<file path="src/rtl/rpn_wnn_pkg.sv">
// ---------------------------------------------------------------------------
// rpn_wnn_pkg
// Shared types for the WNN ingress path from the network bridge.
//   - AXIS field widths of the network-bridge stream
//   - ingress_state_t : packet-boundary FSM state of the ingress stage
//   - axis_nb_beat_t  : one AXIS beat (data, keep, id, dest, user, last)
//   - msg_type_legal(): unsigned compare of a message type against the
//                       highest legal type (types 0..type_last are legal)
// ---------------------------------------------------------------------------
package rpn_wnn_pkg;

   localparam int AXIS_DATA_WIDTH          = 512;
   localparam int AXIS_KEEP_WIDTH          = 64;
   localparam int AXIS_FROM_NB_TDEST_WIDTH = 16;
   localparam int AXIS_FROM_NB_TUSER_WIDTH = 16;

   typedef enum logic [1:0] {
      HDR  = 2'd0,
      PASS = 2'd1,
      DROP = 2'd2
   } ingress_state_t;

   typedef struct packed {
      logic [AXIS_DATA_WIDTH-1:0]          data;
      logic [AXIS_KEEP_WIDTH-1:0]          keep;
      logic [AXIS_FROM_NB_TDEST_WIDTH-1:0] id;
      logic [AXIS_FROM_NB_TDEST_WIDTH-1:0] dest;
      logic [AXIS_FROM_NB_TUSER_WIDTH-1:0] user;
      logic                                last;
   } axis_nb_beat_t;

   localparam int AXIS_NB_BEAT_WIDTH = $bits(axis_nb_beat_t);

   // Both operands are zero-extended by the caller, so this is an unsigned
   // compare regardless of the configured type-field width.
   function automatic logic msg_type_legal(input logic [31:0] msg_type,
                                           input logic [31:0] type_last);
      return (msg_type <= type_last);
   endfunction

endpackage

</file>
<file path="src/rtl/rpn_wnn_axis_skid_buffer.sv">
// ---------------------------------------------------------------------------
// rpn_wnn_axis_skid_buffer
// Generic 2-entry AXIS register slice (main + skid register).
//   - 1-cycle latency, 1 beat/cycle when out_ready is held high
//   - in_ready is registered: high when the skid register is empty
//   - out_valid/out_data hold steady while out_ready is low
// Ports
//   i_clk, i_ap_rst_n     clock, synchronous active-low reset
//   in_valid/in_ready     upstream handshake, in_data payload
//   out_valid/out_ready   downstream handshake, out_data payload
// ---------------------------------------------------------------------------
module rpn_wnn_axis_skid_buffer
   import rpn_wnn_pkg::*;
#(
   parameter int WIDTH = AXIS_NB_BEAT_WIDTH
) (
   input  logic             i_clk,
   input  logic             i_ap_rst_n,
   input  logic             in_valid,
   output logic             in_ready,
   input  logic [WIDTH-1:0] in_data,
   output logic             out_valid,
   input  logic             out_ready,
   output logic [WIDTH-1:0] out_data
);

   logic             main_valid;
   logic             skid_valid;
   logic             ready_q;
   logic [WIDTH-1:0] main_data;
   logic [WIDTH-1:0] skid_data;
   logic             push;
   logic             main_load;
   logic             skid_valid_nxt;

   // ready_q mirrors ~skid_valid (except in reset), so a push can never
   // coincide with an occupied skid register.
   assign push      = in_valid & ready_q;
   assign main_load = ~main_valid | out_ready;

   always_comb begin
      skid_valid_nxt = skid_valid;
      if (main_load) begin
         skid_valid_nxt = 1'b0;
      end else if (push) begin
         skid_valid_nxt = 1'b1;
      end
   end

   always_ff @(posedge i_clk) begin
      if (!i_ap_rst_n) begin
         main_valid <= 1'b0;
         skid_valid <= 1'b0;
         ready_q    <= 1'b0;
         main_data  <= '0;
         skid_data  <= '0;
      end else begin
         ready_q    <= ~skid_valid_nxt;
         skid_valid <= skid_valid_nxt;
         if (main_load) begin
            if (skid_valid) begin
               main_valid <= 1'b1;
               main_data  <= skid_data;
            end else begin
               main_valid <= push;
               if (push) begin
                  main_data <= in_data;
               end
            end
         end else if (push) begin
            skid_data <= in_data;
         end
      end
   end

   assign in_ready  = ready_q;
   assign out_valid = main_valid;
   assign out_data  = main_data;

endmodule

</file>
<file path="src/rtl/rpn_wnn_from_network_bridge_ingress.sv">
// ---------------------------------------------------------------------------
// rpn_wnn_from_network_bridge_ingress
// Ingress stage between the network-bridge AXIS output and the WNN
// repo/node splitter. Checks the message type (tdata low bits) on the first
// beat of each packet; legal packets pass unchanged through a 2-entry skid
// buffer, illegal packets are consumed whole and never reach the splitter.
//
// Optional feature macro: RPN_WNN_INGRESS_DROP_CNT_EN
//   defined   : o_drop_cnt counts dropped packets, saturating at all-ones
//   undefined : o_drop_cnt tied to 0, no counter built
//
// Ports
//   i_clk, i_ap_rst_n            clock, synchronous active-low reset
//   from_network_bridge_t*       AXIS slave (tready is an output)
//   to_splitter_t*               AXIS master (tready is an input)
//   o_drop_pulse                 1-cycle pulse per dropped packet header
//   o_drop_cnt                   dropped-packet count
//
// FSM states
//   state | meaning
//   HDR   | next accepted beat is a packet header; its type is checked
//   PASS  | inside a legal packet; beats go to the skid buffer
//   DROP  | inside an illegal packet; beats are accepted and discarded
// ---------------------------------------------------------------------------
module rpn_wnn_from_network_bridge_ingress
   import rpn_wnn_pkg::*;
#(
   parameter int RPN_MSG_TYPE_WIDTH = 8,
   parameter int RPN_MSG_TYPE_LAST  = 7,
   parameter int DROP_CNT_WIDTH     = 16
) (
   input  logic                                i_clk,
   input  logic                                i_ap_rst_n,

   input  logic                                from_network_bridge_tvalid,
   output logic                                from_network_bridge_tready,
   input  logic [AXIS_DATA_WIDTH-1:0]          from_network_bridge_tdata,
   input  logic [AXIS_KEEP_WIDTH-1:0]          from_network_bridge_tkeep,
   input  logic [AXIS_FROM_NB_TDEST_WIDTH-1:0] from_network_bridge_tid,
   input  logic [AXIS_FROM_NB_TDEST_WIDTH-1:0] from_network_bridge_tdest,
   input  logic [AXIS_FROM_NB_TUSER_WIDTH-1:0] from_network_bridge_tuser,
   input  logic                                from_network_bridge_tlast,

   output logic                                to_splitter_tvalid,
   input  logic                                to_splitter_tready,
   output logic [AXIS_DATA_WIDTH-1:0]          to_splitter_tdata,
   output logic [AXIS_KEEP_WIDTH-1:0]          to_splitter_tkeep,
   output logic [AXIS_FROM_NB_TDEST_WIDTH-1:0] to_splitter_tid,
   output logic [AXIS_FROM_NB_TDEST_WIDTH-1:0] to_splitter_tdest,
   output logic [AXIS_FROM_NB_TUSER_WIDTH-1:0] to_splitter_tuser,
   output logic                                to_splitter_tlast,

   output logic                                o_drop_pulse,
   output logic [DROP_CNT_WIDTH-1:0]           o_drop_cnt
);

   ingress_state_t                state;
   logic                          drop_pulse_q;
   logic [RPN_MSG_TYPE_WIDTH-1:0] msg_type;
   logic                          hdr_legal;
   logic                          in_fire;
   logic                          fwd;
   logic                          drop_evt;
   logic                          buf_in_ready;
   logic                          buf_out_valid;
   axis_nb_beat_t                 in_beat;
   axis_nb_beat_t                 out_beat;

   assign msg_type  = from_network_bridge_tdata[RPN_MSG_TYPE_WIDTH-1:0];
   assign hdr_legal = msg_type_legal(32'(msg_type), 32'(RPN_MSG_TYPE_LAST));

   // The bridge handshake always follows the buffer, even for beats that are
   // discarded, so a full buffer stalls dropped packets as well.
   assign from_network_bridge_tready = buf_in_ready;
   assign in_fire  = from_network_bridge_tvalid & buf_in_ready;
   assign fwd      = (state == PASS) | ((state == HDR) & hdr_legal);
   assign drop_evt = in_fire & (state == HDR) & ~hdr_legal;

   always_comb begin
      in_beat      = '0;
      in_beat.data = from_network_bridge_tdata;
      in_beat.keep = from_network_bridge_tkeep;
      in_beat.id   = from_network_bridge_tid;
      in_beat.dest = from_network_bridge_tdest;
      in_beat.user = from_network_bridge_tuser;
      in_beat.last = from_network_bridge_tlast;
   end

   rpn_wnn_axis_skid_buffer #(
      .WIDTH (AXIS_NB_BEAT_WIDTH)
   ) u_skid (
      .i_clk      (i_clk),
      .i_ap_rst_n (i_ap_rst_n),
      .in_valid   (from_network_bridge_tvalid & fwd),
      .in_ready   (buf_in_ready),
      .in_data    (in_beat),
      .out_valid  (buf_out_valid),
      .out_ready  (to_splitter_tready),
      .out_data   (out_beat)
   );

   assign to_splitter_tvalid = buf_out_valid;
   assign to_splitter_tdata  = out_beat.data;
   assign to_splitter_tkeep  = out_beat.keep;
   assign to_splitter_tid    = out_beat.id;
   assign to_splitter_tdest  = out_beat.dest;
   assign to_splitter_tuser  = out_beat.user;
   assign to_splitter_tlast  = out_beat.last;

   always_ff @(posedge i_clk) begin
      if (!i_ap_rst_n) begin
         state        <= HDR;
         drop_pulse_q <= 1'b0;
      end else begin
         drop_pulse_q <= drop_evt;
         if (in_fire) begin
            case (state)
               HDR: begin
                  // A single-beat packet is fully handled here.
                  if (!from_network_bridge_tlast) begin
                     state <= hdr_legal ? PASS : DROP;
                  end
               end
               PASS, DROP: begin
                  if (from_network_bridge_tlast) begin
                     state <= HDR;
                  end
               end
               default: state <= HDR;
            endcase
         end
      end
   end

   assign o_drop_pulse = drop_pulse_q;

`ifdef RPN_WNN_INGRESS_DROP_CNT_EN
   logic [DROP_CNT_WIDTH-1:0] drop_cnt_q;

   // Updates on the same edge that raises o_drop_pulse.
   always_ff @(posedge i_clk) begin
      if (!i_ap_rst_n) begin
         drop_cnt_q <= '0;
      end else if (drop_evt && (drop_cnt_q != '1)) begin
         drop_cnt_q <= drop_cnt_q + DROP_CNT_WIDTH'(1);
      end
   end

   assign o_drop_cnt = drop_cnt_q;
`else
   assign o_drop_cnt = '0;
`endif

endmodule

</file>
<file path="config.mk">
export PLATFORM = sky130hd
export DESIGN_NAME = rpn_wnn_from_network_bridge_ingress
export DESIGN_NICKNAME = d
export VERILOG_FILES = /design/src/rtl/rpn_wnn_pkg.sv /design/src/rtl/rpn_wnn_axis_skid_buffer.sv /design/src/rtl/rpn_wnn_from_network_bridge_ingress.sv
export SDC_FILE = /design/constraint.sdc
export NUM_CORES = 2
export LEC_CHECK = 0
export ABC_AREA = 1
export CAP_MARGIN = 20
export CORE_AREA = 4 4 494 496
export DETAILED_ROUTE_END_ITERATION = 12
export DIE_AREA = 0 0 498 500
export GPL_ROUTABILITY_DRIVEN = 0
export PLACE_DENSITY = 0.41
export SLEW_MARGIN = 20
export SYNTH_ARGS = -nofsm -noshare
export SYNTH_HDL_FRONTEND = slang
export SYNTH_HIERARCHICAL = 1
export SYNTH_SLANG_ARGS = --single-unit
export TNS_END_PERCENT = 20
</file>
<file path="constraint.sdc">
create_clock -name i_clk -period 5.3 [get_ports i_clk]
set_input_delay 1.06 -clock i_clk [delete_from_list [all_inputs] [get_ports i_clk]]
set_output_delay 1.06 -clock i_clk [all_outputs]
set_load 0.02 [all_outputs]
</file>
# Yosys cells after proc, flatten, opt, wreduce, memory -nomap -nowiden
# Index checks and enable logic that the tools add are counted.
totals:
  wordCells: 39
  reg_bits: 1256
  output_inout_bits: 644
classes:
  bitwise_logic: 12
  magnitude_cmp: 1
  eq_ne: 4
  n_mux: 9
  reduce_logical: 6
op_table:
  columns: ["operator", "count"]
  rows:
  - ["$mux W625", 2]
  - ["$le A8 B3 Y1 const B", 1]
  - ["$and A1 B1 Y1", 6]
  - ["$mux W2", 3]
  - ["$ne A2 B2 Y1 const B", 2]
  - ["$not A1 Y1", 4]
  - ["$pmux W2 S2", 1]
  - ["$reduce_and A2 Y1", 2]
  - ["$mux W1", 3]
  - ["$reduce_and A3 Y1", 1]
  - ["$eq A2 B1 Y1 const B", 1]
  - ["$eq A2 B2 Y1 const B", 1]
  - ["$logic_not A2 Y1", 1]
  - ["$or A1 B1 Y1", 2]
  - ["$reduce_bool A2 Y1", 1]
  - ["$reduce_or A2 Y1", 1]

# Depth between registers and ports, before layout
depth:
  word_depth: 8
  ltp_mapped: 14

# Hierarchy
# The synthesis kept the hierarchy.
by_module_without_submodules:
  columns: ["mod", "seq_area_each_um2", "area_each_um2", "cells_per_inst", "n_inst"]
  rows:
  - ["rpn_wnn_axis_skid_buffer", 25084.1, 57042.2, 9320, 1]
  - ["rpn_wnn_from_network_bridge_ingress", 60.1, 339.1, 50, 1]

# Least setup slack after synthesis
# No wires, ideal clock.
synth_timing:
  kind: "in2reg"
  start: "input port from_network_bridge_tdata[3]"
  end: "register u_skid.main_data[604] (netlist: u_skid/out_data[604])"
  n_path_buf: 3
  setup_ns: 0.113
  t_arrival_ns: 2.292
  stages: 13
  setup_slack_ns: 2.895
  required_time_ns: 5.187
  cell_sequence: "nor2_2 -> nand3_2 -> nor2_2 -> nor2_1 -> nor2_1 -> nand2_1 -> nand2_2 -> nand2_2 -> buf_6 -> buf_6 -> buf_4 -> nor2_1 -> nor2_1"
synth_via:
  elab_chain_cells: 7
synth_lines:
  columns: ["element", "line", "source"]
  rows:
  - ["start, declared", "rpn_wnn_from_network_bridge_ingress.sv:37", "input logic [AXIS_DATA_WIDTH-1:0] from_network_bridge_tdata,"]
  - ["$le A8 B3 Y1", "rpn_wnn_pkg.sv:38", "return (msg_type <= type_last);"]
  - ["$and A1 B1 Y1", "rpn_wnn_from_network_bridge_ingress.sv:76", "assign fwd = (state == PASS) | ((state == HDR) & hdr_legal);"]
  - ["$or A1 B1 Y1", "rpn_wnn_from_network_bridge_ingress.sv:76", null]
  - ["$and A1 B1 Y1", "rpn_wnn_from_network_bridge_ingress.sv:94", ".in_valid (from_network_bridge_tvalid & fwd),"]
  - ["$and A1 B1 Y1", "rpn_wnn_axis_skid_buffer.sv:38", "assign push = in_valid & ready_q;"]
  - ["$reduce_bool A2 Y1 (no source line)", null, null]
  - ["$reduce_and A2 Y1 (no source line)", null, null]
  - ["end signal, assigned", "rpn_wnn_axis_skid_buffer.sv:63", "main_data <= skid_data;"]
  - ["end signal, assigned", "rpn_wnn_axis_skid_buffer.sv:67", "main_data <= in_data;"]
  - ["end, declared", "rpn_wnn_axis_skid_buffer.sv:30", "logic [WIDTH-1:0] main_data;"]
# No other way between the ends.
# A chain may end at the register's enable or synchronous reset.

# Worst setup path in the final report
layout_timing:
  start: "input port from_network_bridge_tdata[6]"
  end: "register u_skid.main_data[296] (netlist: u_skid/out_data[296])"
# The elaborated chain is that of the path after synthesis.

==> impl_results.md <==
- Synth-to-layout area growth: 35.2%
- Share of cells above drive strength 1: 3.34%
- Period minus WS final: 3.42 ns
- Core area: 0.240 sq mm
- Worst EP required: 5.97 ns
- Site Rows: 180
- Endpoints failing setup: 0
- Final global-route overflow total: 0
- First-pass GRT wire length: 333000 microns
- DRT antenna net count: 0
- Die area: 0.249 sq mm
- Nets: 10967
- Result of the run: complete, no violations
- RSZ-0062 raised after global routing: false
- Dpl ws: 1.00 ns
- Clock Skews: 0.0339 ns
- Max-slew headroom: 27.1%
- Mapped cell area: 0.0574 sq mm
- Routed WL: 228000 microns
- Hold-fix buffers, CTS: 0
- Final period util: 64.4%
- DIE WIDTH: 498 microns
- # clock sinks: 1256
- H-tree depth: 4
- GRT Util Overall: 17.5%
- PD cells: 295 mW/mm^2
- Initial DRC count: 3171
- Worst-path clk slew: 0.06 ns
- Sequential area share after synthesis: 43.8%
- Pleak: 35.6 nW
- Port-buffer cells: 1256
- CTS Buffer Depth: 3
- Slew @ Worst Pin: 1.09 ns
- CP Class: input port to flip-flop
- Clk_lat worst skew: 0.79 ns
- Worst hold path type: flip-flop to flip-flop
- FF/Latch Area: 0.0251 sq mm
- Mapped Cells: 9370
- Synth warn: 6
- Filler cell count: 26366
- Post-cts sizing count: 0
- Vias in the first global route: 51325
- Max-cap violation count: 0
- Final Hold Viols: 0
- Largest net degree at the start of global routing: 234
- Worst Path Arrival: 4.09 ns
- CP Max Fanout: 153
- Max Slew Vio Count: 0
- Final TNS setup: 0 ns
- DRC: 0
- Cts bufs inserted: 161
- Die H: 500 microns
- Maximum clock frequency: 293 MHz
- Clock root buffer: clkbuf_16
- Syn Area/Cell: 6.12 sq um
- Initial Util: 23.9%
- Multi-input logic area: 0.0245 sq mm
- Pre-Repair DR Iteration Count: 8
- Hpwl dp: 164000 microns
- Yosys cell types: 21
- Initial antenna violation count: 81
- Vias per Instance: 4.07
- Post-synthesis register bit count: 1256
- IO Pins: 1273
- Vias: 55735
- Crit. End Element: flip-flop
- Post-CTS setup buffers: 0
- Worst VDD drop: 0.226 mV
- Drt wl/cell: 16.6 microns
- Startpoint Class: input port
- CTS tree: built
- Final WS setup: 1.88 ns
-- area by class of cell --
cell class	count	area share (%)
clock buffer	264	6.33
timing repair buffer	1358	17.9
clock inverter	28	0.452
inverter	1262	6.11
multi-input combinational	6297	31.6
sequential	1256	32.4
antenna	31	0.100
tap	3185	5.14
-- power by group --
group          switching [mW]  internal, mW
logic                    1.22         0.962
clock network            4.45          6.52
registers               0.119          9.61
-- routing by layer --
layer	GRT usage, %	routed length [microns]	vias up	share of wire, %
li1	-	-	29160	-
met1	21.5	98100	24782	43
met2	29.0	104000	1400	46
met3	6.01	18700	329	8.2
met4	5.14	6360	64	2.8
met5	0	405	-	0.18
-- logic make-up after synthesis --
family / share of synthesized area, %
other: 0.00654
buffers and inverters: 13.6
adder cells (fa/ha/maj): 0.0436
AO/OA/AOI/OAI: 5.48
AND/OR/NAND/NOR: 37.0
flip-flops: 43.8
-- synth_stat cells --
master | n | area [sq um]
buf_1 | 58 | 218
inv_2 | 3 | 11.3
nor2_1 | 2506 | 9410
nor2_2 | 3 | 18.8
buf_4 | 114 | 856
o21ai_0 | 625 | 3130
a21oi_1 | 2 | 10.0
ha_1 | 2 | 25.0
nor2_4 | 1 | 11.3
buf_6 | 29 | 327
dfxtp_1 | 1256 | 25100
conb_1 | 1 | 3.75
buf_2 | 227 | 1140
clkbuf_1 | 141 | 529
nand2_1 | 3135 | 11800
nand3_2 | 2 | 20.0
o21ai_1 | 1 | 5.00
inv_1 | 1259 | 4730
nand3_1 | 1 | 5.00
buf_8 | 1 | 15.0
nand2_2 | 3 | 18.8
-- worst max-delay path: stages --
cell             delay [ns]
clkdlybuf4s50_1        0.69
nor2_2                 0.20
nand3_2                0.18
nor2_2                 0.16
nor2_1                 0.05
nor2_1                 0.09
nand2_1                0.12
nand2_2                0.16
nand2_8                0.35
buf_12                 0.42
nor2_1                 0.33
nor2_1                 0.09
-- stage by stage --
step	power (mW)	cell area, sq um	utilization, %	std cells	hold slack, ns
2_1_floorplan	10.9	57400	-	9385	0.451
3_5_place_dp	12.1	72200	30.1	13358	0.470
3_3_place_gp	12.1	72200	30.1	13358	0.461
5_1_grt	23.9	77500	32.3	13659	0.495
6_report	22.9	77600	32.4	13681	0.477
4_1_cts	23.3	77500	32.3	13650	0.479
-- worst paths after layout --
| path | start | end | slack (ns) | cells after the start |
|---|---|---|---|---|
| worst max-delay path | from_network_bridge_tdata[6] | u_skid/out_data[296]$_SDFFE_PN0P_ | 1.88 | 12 |
| worst max register to register | state[0]$_SDFFE_PN0P_ | u_skid/out_data[274]$_SDFFE_PN0P_ | 2.57 | 13 |
| worst min-delay path | state[1]$_SDFFE_PN0P_ | state[1]$_SDFFE_PN0P_ | 0.48 | 2 |
| worst min register to register | state[1]$_SDFFE_PN0P_ | state[1]$_SDFFE_PN0P_ | 0.48 | 2 |
-- state kept, by name, indices dropped and copies added (netlist names) --
name	count
u_skid/skid_data	625
u_skid/out_data	625
u_skid/in_ready	1
state	2
o_drop_pulse	1
u_skid/out_valid	1
u_skid/skid_valid	1
-- cell usage in the layout (no fill, tap or decap), drive strengths merged --
cell,n
nand2,3138
nor2,2510
inv,1270
dfxtp,1256
clkdlybuf4s50,1255
o21ai,626
clkbuf,264
buf,103
diode,31
conb,16
clkinv,15
bufinv,4
nand3,3
ha,2
a21oi,2
clkinvlp,1
No activity file was read; power rests on OpenSTA's default activity.
